--- src/rtl/usb_host_scheduler_pkg.sv ---
// Shared USB host scheduler definitions: onehot transaction type encodings
// ({SETUP,OUT,IN}) and the slot-to-type helper.
package usb_host_scheduler_pkg;

  localparam logic [2:0] TXN_NONE  = 3'b000;
  localparam logic [2:0] TXN_SETUP = 3'b100;
  localparam logic [2:0] TXN_OUT   = 3'b010;
  localparam logic [2:0] TXN_IN    = 3'b001;

  // Slots interleave OUT0,IN0,OUT1,IN1,...; an odd slot index is an IN poll.
  function automatic logic [2:0] slotTxnType(input logic isInSlot);
    return isInSlot ? TXN_IN : TXN_OUT;
  endfunction

endpackage

--- src/rtl/usb_host_scheduler_rr_arbiter.sv ---
// Round-robin arbiter over N request slots: onehot grant searched from the
// pointer, pointer moves past the granted slot only when the grant is accepted.
module rrArbiter #(
  parameter  int N  = 4,
  localparam int IW = (N > 1) ? $clog2(N) : 1
) (
  input  logic          clk,
  input  logic          rst_n,
  input  logic [N-1:0]  req,
  input  logic          update,
  input  logic [IW-1:0] updIdx,
  output logic [N-1:0]  grant,
  output logic [IW-1:0] grantIdx
);

  logic [IW-1:0] ptr;
  logic          found;
  int            idx;

  always_comb begin
    // NOTE: every variable gets a default before the search so no latch is inferred.
    grant    = '0;
    grantIdx = '0;
    found    = 1'b0;
    idx      = 0;
    for (int i = 0; i < N; i++) begin
      idx = int'(ptr) + i;
      if (idx >= N) idx = idx - N;
      if (!found && req[idx]) begin
        found       = 1'b1;
        grant[idx]  = 1'b1;
        grantIdx    = IW'(idx);
      end
    end
  end

  // ptr is the highest-priority slot for the next search.
  always_ff @(posedge clk or negedge rst_n) begin
    if (!rst_n) begin
      ptr <= '0;
    end else if (update) begin
      ptr <= (updIdx == IW'(N - 1)) ? '0 : updIdx + IW'(1);
    end
  end

endmodule

--- src/rtl/usb_host_scheduler.sv ---
// USB host transaction scheduler: picks SETUP / OUT / periodic IN work and
// hands one transaction at a time to the host transactor via valid/ready.
module usb_host_scheduler
  import usb_host_scheduler_pkg::*;
#(
  parameter int N_ENDP         = 2,
  parameter int POLL_CYCLES    = 4096,
  parameter int TIMEOUT_CYCLES = 65535
) (
  input  logic              i_clk_48MHz,
  input  logic              i_rst_n,
  input  logic [6:0]        i_devAddr,
  input  logic              i_setupReq,
  input  logic [N_ENDP-1:0] i_outReq,
  input  logic [N_ENDP-1:0] i_inEnable,
  output logic              o_txnValid,
  input  logic              i_txnReady,
  output logic [2:0]        o_txnType,
  output logic [6:0]        o_txnAddr,
  output logic [3:0]        o_txnEndp,
  input  logic [2:0]        i_txnType,
  output logic              o_busy,
  output logic              o_timeout
);

  localparam int N_SLOTS = 2 * N_ENDP;
  localparam int SLOT_W  = (N_SLOTS > 1) ? $clog2(N_SLOTS) : 1;
  localparam int POLL_W  = (POLL_CYCLES > 1) ? $clog2(POLL_CYCLES) : 1;
  localparam int TO_W    = (TIMEOUT_CYCLES > 1) ? $clog2(TIMEOUT_CYCLES) : 1;
  localparam logic [POLL_W-1:0] POLL_LAST = POLL_W'(POLL_CYCLES - 1);
  localparam logic [TO_W-1:0]   TO_LAST   = TO_W'(TIMEOUT_CYCLES - 1);

  typedef enum logic [1:0] {IDLE, ISSUE, WAIT_START, WAIT_DONE} schedState_e;

  schedState_e       state;
  logic [N_SLOTS-1:0] slotReq;
  logic [N_SLOTS-1:0] grant;
  logic [SLOT_W-1:0]  grantIdx;
  logic [SLOT_W-1:0]  slotReg;
  logic               isSetup;
  logic [TO_W-1:0]    toCnt;
  logic [POLL_W-1:0]  pollCnt [N_ENDP];
  logic [N_ENDP-1:0]  inPending;
  logic [N_ENDP-1:0]  inAccept;
  logic               accept;
  logic               timeoutHit;
  logic               txnActive;

  assign accept     = (state == ISSUE) && o_txnValid && i_txnReady;
  assign timeoutHit = (toCnt == TO_LAST);
  assign txnActive  = (i_txnType != TXN_NONE);

  always_comb begin
    slotReq  = '0;
    inAccept = '0;
    for (int e = 0; e < N_ENDP; e++) begin
      slotReq[2*e]   = i_outReq[e];
      slotReq[2*e+1] = inPending[e];
      inAccept[e]    = accept && !isSetup && slotReg[0] && (int'(slotReg >> 1) == e);
    end
  end

  rrArbiter #(.N(N_SLOTS)) uArb (
    .clk      (i_clk_48MHz),
    .rst_n    (i_rst_n),
    .req      (slotReq),
    .update   (accept && !isSetup),
    .updIdx   (slotReg),
    .grant    (grant),
    .grantIdx (grantIdx)
  );

  // Poll counters saturate at POLL_LAST with inPending set until the IN is accepted.
  always_ff @(posedge i_clk_48MHz or negedge i_rst_n) begin
    if (!i_rst_n) begin
      // NOTE: the counter array is a few flops, not a RAM, so it takes the async reset too.
      for (int e = 0; e < N_ENDP; e++) pollCnt[e] <= '0;
      inPending <= '0;
    end else begin
      for (int e = 0; e < N_ENDP; e++) begin
        if (!i_inEnable[e] || inAccept[e]) begin
          pollCnt[e]   <= '0;
          inPending[e] <= 1'b0;
        end else if (pollCnt[e] == POLL_LAST) begin
          inPending[e] <= 1'b1;
        end else begin
          pollCnt[e] <= pollCnt[e] + POLL_W'(1);
        end
      end
    end
  end

  always_ff @(posedge i_clk_48MHz or negedge i_rst_n) begin
    if (!i_rst_n) begin
      state      <= IDLE;
      o_txnValid <= 1'b0;
      o_txnType  <= TXN_NONE;
      o_txnAddr  <= '0;
      o_txnEndp  <= '0;
      o_busy     <= 1'b0;
      o_timeout  <= 1'b0;
      toCnt      <= '0;
      slotReg    <= '0;
      isSetup    <= 1'b0;
    end else begin
      // NOTE: sequential state uses <= so every branch sees pre-edge values.
      o_timeout <= 1'b0;
      unique case (state)
        IDLE: begin
          toCnt <= '0;
          if (!txnActive && (i_setupReq || (|grant))) begin
            state      <= ISSUE;
            o_busy     <= 1'b1;
            o_txnValid <= 1'b1;
            o_txnAddr  <= i_devAddr;
            if (i_setupReq) begin
              isSetup   <= 1'b1;
              o_txnType <= TXN_SETUP;
              o_txnEndp <= '0;
            end else begin
              isSetup   <= 1'b0;
              slotReg   <= grantIdx;
              o_txnType <= slotTxnType(grantIdx[0]);
              o_txnEndp <= 4'(grantIdx >> 1);
            end
          end
        end
        ISSUE: begin
          if (accept || timeoutHit || txnActive) begin
            o_txnValid <= 1'b0;
            o_txnType  <= TXN_NONE;
            o_txnAddr  <= '0;
            o_txnEndp  <= '0;
            toCnt      <= '0;
          end else begin
            toCnt <= toCnt + TO_W'(1);
          end
          if (accept) begin
            state <= WAIT_START;
          end else if (timeoutHit || txnActive) begin
            // Abandon the offer; pending requests stay and are re-arbitrated.
            state     <= IDLE;
            o_busy    <= 1'b0;
            o_timeout <= timeoutHit;
          end
        end
        WAIT_START: begin
          if (txnActive) begin
            state <= WAIT_DONE;
            toCnt <= '0;
          end else if (timeoutHit) begin
            state     <= IDLE;
            o_busy    <= 1'b0;
            o_timeout <= 1'b1;
          end else begin
            toCnt <= toCnt + TO_W'(1);
          end
        end
        WAIT_DONE: begin
          if (!txnActive) begin
            state  <= IDLE;
            o_busy <= 1'b0;
          end else if (timeoutHit) begin
            state     <= IDLE;
            o_busy    <= 1'b0;
            o_timeout <= 1'b1;
          end else begin
            toCnt <= toCnt + TO_W'(1);
          end
        end
        default: state <= IDLE;
      endcase
    end
  end

endmodule

--- config.mk ---
export PLATFORM = sky130hd
export DESIGN_NAME = usb_host_scheduler
export DESIGN_NICKNAME = d
export VERILOG_FILES = /design/src/rtl/usb_host_scheduler_pkg.sv /design/src/rtl/usb_host_scheduler_rr_arbiter.sv /design/src/rtl/usb_host_scheduler.sv
export SDC_FILE = /design/constraint.sdc
export NUM_CORES = 1
export LEC_CHECK = 0
export ABC_AREA = 1
export BUFFER_PORTS_ARGS = -buffer_cell sky130_fd_sc_hd__clkbuf_2
export CORE_ASPECT_RATIO = 0.5
export CORE_MARGIN = 8
export CORE_UTILIZATION = 59
export DETAILED_ROUTE_END_ITERATION = 10
export GPL_ROUTABILITY_DRIVEN = 0
export PLACE_DENSITY = 0.78
export SYNTH_ARGS = -nofsm -noshare
export SYNTH_HDL_FRONTEND = slang
export SYNTH_SLANG_ARGS = --single-unit
--- constraint.sdc ---
create_clock -name i_clk_48MHz -period 2.3 [get_ports i_clk_48MHz]
set_input_delay 0.345 -clock i_clk_48MHz [delete_from_list [all_inputs] [get_ports i_clk_48MHz]]
set_output_delay 0.345 -clock i_clk_48MHz [all_outputs]
set_load 0.1 [all_outputs]
* Word-level counts from Yosys, hierarchy flattened
Cells that the tools add are included.
** Operators by class
- Reductions and logical operators :: 39
- Bitwise gates (word level) :: 4
- Order comparisons :: 12
- Add/subtract/negate cells :: 11
- Div/mod/pow operators :: 0
- Multiply operators :: 0
- Equality and inequality tests :: 16
- Mux-type cells :: 84
- Shifts and indexed selects :: 0
** Operator list (number)
- greater-or-equal comparator 32 x 1 -> 1 bit, second input constant :: 4
- less-than comparator 32 x 4 -> 1 bit, second input constant :: 4
- 2-to-1 mux 32 bit :: 4
- greater-or-equal comparator 32 x 4 -> 1 bit, second input constant :: 3
- subtractor 32 x 4 -> 32 bit, second input constant :: 3
- 2-to-1 mux 16 bit :: 4
- case mux 16 bit (4 select lines) :: 1
- 2-to-1 mux 12 bit :: 4
- 2-to-1 mux 1 bit :: 33
- logical NOT 32 bit :: 1
- adder 12 x 1 -> 12 bit, second input constant :: 2
- == test 12 bit, second input constant :: 2
- 2-to-1 mux 2 bit :: 12
- 2-to-1 mux 4 bit :: 6
- adder 16 x 1 -> 16 bit, second input constant :: 1
- == test 16 bit, second input constant :: 1
- logical AND 1 bit :: 14
- 2-to-1 mux 7 bit :: 2
- case mux 7 bit (2 select lines) :: 1
- inequality test 2 bit, second input constant :: 6
- OR 4 bit :: 3
- 2-to-1 mux 3 bit :: 3
- binary-select mux 1 bit (select 2 bit) :: 4
- demux 1 bit (select 2 bit) :: 4
- 25 further kinds :: 44
** Word-level totals
- Register bits :: 66
- Memories :: 0
- Output and inout port bits :: 17
- Input port bits :: 18
- Memory bits (writable) :: 0
- Memory bits (read-only) :: 0
- Bits in latches :: 0
- Word-level logic and storage cells :: 181

* Depth between registers and ports, before layout
- Depth after elaboration :: 20
- Gate-level depth with buffers :: 17
- Gate-level depth less buffers :: 15

* Cells and area by module
From an unflattened synthesis, not the netlist that was laid out.
** Unflattened totals
- Cells, all modules :: 566
- Area total of the unflattened synthesis :: 4081.4 sq um
** Modules (own cells, without submodules)
- usb_host_scheduler :: sequential area each 1526.5 sq um, instances 1, cells an instance 472, area an instance 3455.8 sq um
- rrArbiter :: sequential area each 50.0 sq um, instances 1, cells an instance 94, area an instance 625.6 sq um

* Least setup slack after synthesis
Ideal clock, no wire load.
- Path kind :: reg-to-reg
- From :: reg o_txnValid
- To :: reg pollCnt[17] (netlist bit)
- Path slack :: 0.112 ns
- Path buffers :: 0
- Data required time :: 2.168 ns
- Library setup time :: 0.132 ns
- Stages on the path, launching flop included :: 10
- Period minus slack after synthesis :: 2.188 ns
- Arrival :: 2.056 ns
- Path through :: dfrtp_1 nand2_1 nor2_1 inv_1 nor2_1 nand3b_1 nand2_1 inv_1 nand2_1 o21ai_0
** On the way
- Longest elaborated chain between the ends :: 7
- Elaborated cells between the ends (all ways) :: 8
- Those cells by class :: 1 x eq/ne; 1 x mux; 6 x reduce/logical
** Ends and longest elaborated chain
- start: declaration :: RTL line usb_host_scheduler.sv:16 : output logic o_txnValid,
- start signal: assignment :: RTL line usb_host_scheduler.sv:96 : o_txnValid <= 1'b0;
- start signal: assignment :: RTL line usb_host_scheduler.sv:114 : o_txnValid <= 1'b1;
- start signal: assignment :: RTL line usb_host_scheduler.sv:130 : o_txnValid <= 1'b0;
- logical AND 1 bit (*) (2 in a row) :: RTL line usb_host_scheduler.sv:49 : assign accept = (state == ISSUE) && o_txnValid && i_txnReady;
- logical AND 1 bit (*) (3 in a row) :: RTL line usb_host_scheduler.sv:59 : inAccept[e] = accept && !isSetup && slotReg[0] && (int'(slotReg >> 1) == e);
- logical OR 1 bit (*) :: RTL line usb_host_scheduler.sv:81 : if (!i_inEnable[e] || inAccept[e]) begin
- inequality test 2 bit (no line) / 2-to-1 mux 12 bit (equally long branches)
- end signal: indexed assignment :: RTL line usb_host_scheduler.sv:87 : pollCnt[e] <= pollCnt[e] + POLL_W'(1);
- end: declaration :: RTL line usb_host_scheduler.sv:42 : logic [POLL_W-1:0] pollCnt [N_ENDP];
Every way passes the cells marked *; elsewhere a longest branch is shown, timed or not.
A chain may end at the register's enable or synchronous reset.

* Final worst setup path
- From :: reg uArb.ptr[1]
- To :: reg o_txnType[0]
** On the way
- Longest elaborated chain between the ends :: 20
- Elaborated cells between the ends (all ways) :: 76
- Those cells by class :: 7 x add/sub; 12 x order compare; 1 x eq/ne; 39 x mux; 3 x bitwise; 14 x reduce/logical
** Ends and longest elaborated chain
- start: declaration :: RTL line usb_host_scheduler_rr_arbiter.sv:16 : logic [IW-1:0] ptr;
- start signal: assignment :: RTL line usb_host_scheduler_rr_arbiter.sv:42 : ptr <= (updIdx == IW'(N - 1)) ? '0 : updIdx + IW'(1);
- parallel branches: the longest is 20 deep, another holds subtractor 32 x 4 -> 32 bit
- end signal: assignment :: RTL line usb_host_scheduler.sv:123 : o_txnType <= slotTxnType(grantIdx[0]);
- end: declaration :: RTL line usb_host_scheduler.sv:18 : output logic [2:0] o_txnType,
Several ways; the timed one is not identified. The select of a mux whose other input is x is not followed.

==> results.toml <==
[global_routing]
grt-ovfl-total = 0
gr-usage-all-layers_pct = 18.5
antenna_found_initial = 0
grt_max_degree = 64
grt_pass1_wl_mm = 13.6
grt_pass1_vias = 3040

[placed_design]
dp_hpwl_mm = 5.59
dp_cells = 596
portBuffers = 31
place_ws_ps = 182

[cts]
root_buffer = "clkbuf_16"
clockBufferDepth = 2
clkSlewWorstSetupHoldPaths_ps = 50
cts.sinks = 63
cts_tree = "yes"
htree_levels = 3
cts_hold_buf = 0
numCtsBuffers = 9
cts_setup_buffers = 0
clk_latency_ps = 330

[timing]
setup_viol = 0
skew_ps = 5.58
worst_pin_slew_ps = 787
hold_ws_ps = 169
relSlewSlack_pct = 47.5
post-route-period-util_pct = 90.0
hold_violations = 0
slew_viol_final = 0
tns_ps = 0
rsz0062_at_grt = "no"
post-route-min-period_ps = 2070
setup_ws_ps = 229
fmax_mhz = 483

[worst_setup_path]
critPathCaptureType = "flop"
startpoint_type = "flop"
cp_num_buf_inv = 2
critical_path_arrival_ps = 2340
crit_path_frequent_cell = "nand2_1"
slowest_delay_ps = 480
crit_type = "flop to flop"
path_cells = "inv_1, buf_4, ha_1, or4_1, nand2_1, nand2_1, nand2_2, nand2_2, nand2_4, nand2_1, nand2_1"
path_max_fanout = 12
required_ps = 2570
cpMaxStageDelayCell = "or4_1"
crit_family = "simple AND/OR/NAND/NOR gates"

[drt]
vias_per_cell = 5.16
drt_iter0_markers = 155
drc = 0
wl_mm = 7.88
wl_per_cell_um = 12.9
first_pass_iters = 4
vias = 3158
final_antenna_net_count = 0

[pwr]
leakage_nw = 2.13
p_per_area_nw_per_um2 = 1020
vdd_drop_max_uv = 626

[synth]
synth-seq-cells = 63
avgSynthCellArea_um2 = 7.73
syn_area_um2 = 3680
synth_top_area_share_pct = 42.8
ys_seq_area_share_pct = 42.8
synth.top_cells.by_area = "dfrtp_1 43%, nand2_1 13%, nand3_1 6.1%, inv_1 5.7%, ha_1 4.4%"
yosys.area.top_type = "dfrtp_1"
ys_warn_count = 0
syn_inst = 476
synth_cell_types = 39

[outcome]
status = "finished clean"

[layout]
fin_nets = 550
multiInputGateArea_um2 = 1810
regArea_um2 = 1580
diodes = 0
nFillCells = 513
fin_util_pct = 70.3
final_cells = 612
layout-area-overhead-vs-synth_pct = 15.7
layout-drive-gt1-share_pct = 15.8

[floorplan]
coreArea_um2 = 6060
start_util_pct = 60.8
dieHeight_um = 71.9
pin_count = 35
fp.dieW_um = 128
die-area_um2 = 9180
core.rowCount = 20

[hold_path]
hp-class = "primary input to asynchronous set/reset pin"

[job]
max-cap-violations = 0
placed cells by master, fill, tap and decap left out, drive strengths merged:
cell	count
clkbuf	44
nor3	11
nand4	4
nand3b	4
o21ai	31
o21bai	2
o221ai	1
o21a	2
or4	1
dfrtp	63
bufinv	1
a211oi	5
nand3	49
o22ai	3
and3b	1
a21oi	19
buf	8
xor2	5
a221o	1
o211ai	2
inv	60
o31ai	2
nand2	138
a31oi	5
conb	3
nor3b	1
clkinv	3
ha	13
nor2	42
state kept, by name, indices dropped and copies added (netlist names), 2 cells and up:
name and count:
pollCnt 24, toCnt 16, o_txnAddr 7, o_txnType 3, inPending 2, slotReg 2, state 2, uArb.ptr 2
cells by family (layout without fill, tap and decap cells):
kind of cell	Yosys count	after routing	share of synthesized area, %
compound gates	73	73	11.4
fa+ha+maj	13	13	4.42
other cells	1	3	0.102
simple gates	251	251	31.3
flops	63	63	42.8
buf+inv	70	116	8.77
xor+xnor	5	5	1.19
final timing paths:
path                              start            to  slack [ps]  cells past startpoint
hold reg to reg            o_txnAddr[2]  o_txnAddr[2]         480                      2
setup reg to reg            uArb.ptr[1]  o_txnType[0]         230                     11
hold / removal                  i_rst_n   pollCnt[16]         170                      2
min in group i_clk_48MHz   i_devAddr[0]  o_txnAddr[0]         260                      3
max in group asynchronous       i_rst_n   uArb.ptr[1]        1590                      2
setup / recovery            uArb.ptr[1]  o_txnType[0]         230                     11
timing repair:
action                                  in CTS  in global routing
gates resized for setup                      0                  6
hold endpoints to repair                     0                  0
endpoints found under the setup margin       0                 17
per-stage QoR:
step                total power [W]  area (µm²)
detailed placement          0.00293        3920
CTS                         0.00433        4230
global route                0.00461        4260
global placement            0.00290        3920
finish                      0.00434        4260
floorplan                   0.00266        3690
where the power goes:
group          internal [W]  switching, W  total, W  leakage [nW]
Sequential          0.00124      0.000118   0.00135         0.855
Clock              0.000922      0.000461   0.00138         0.156
Combinational      0.000467       0.00113   0.00160          1.12
Total               0.00263       0.00171   0.00434          2.13
cell type report:
type	instances	area share (%)
Tap cell	88	2.59
Inverter	61	5.55
Sequential cell	63	37.0
Clock buffer	13	6.35
Multi-Input combinational cell	345	42.5
Clock inverter	3	0.940
Timing Repair Buffer	39	5.05
cell usage after synthesis:
library cell	count
o21a_1	2
inv_2	4
a221o_1	1
o221ai_1	1
and3b_1	1
nor2_4	1
nand4_4	1
o21bai_1	2
o21ai_0	30
nand2_1	127
inv_1	56
nor3b_1	1
nand3b_1	4
nand2_4	2
nor2_1	41
a211oi_1	5
nand3_2	4
or4_1	1
a21oi_1	19
ha_1	13
nand4_2	1
nand4_1	2
nor3_2	2
inv_4	1
conb_1	1
o22ai_1	3
o21ai_2	1
a31oi_1	5
nand2_2	9
buf_4	3
nor3_1	9
o31ai_1	2
xor2_1	5
buf_6	4
nand3_1	45
clkbuf_1	1
dfrtp_1	63
buf_12	1
o211ai_1	2
per-layer routing:
layer | global-route usage, % | part of all wire, % | vias up
met5 | 0 | 0 | -
met4 | 7.57 | 1.3 | 0
met3 | 5.48 | 2.9 | 11
met2 | 31.2 | 49 | 30
met1 | 21.9 | 46 | 1481
li1 | - | - | 1636
(Power assumes the default switching activity.)
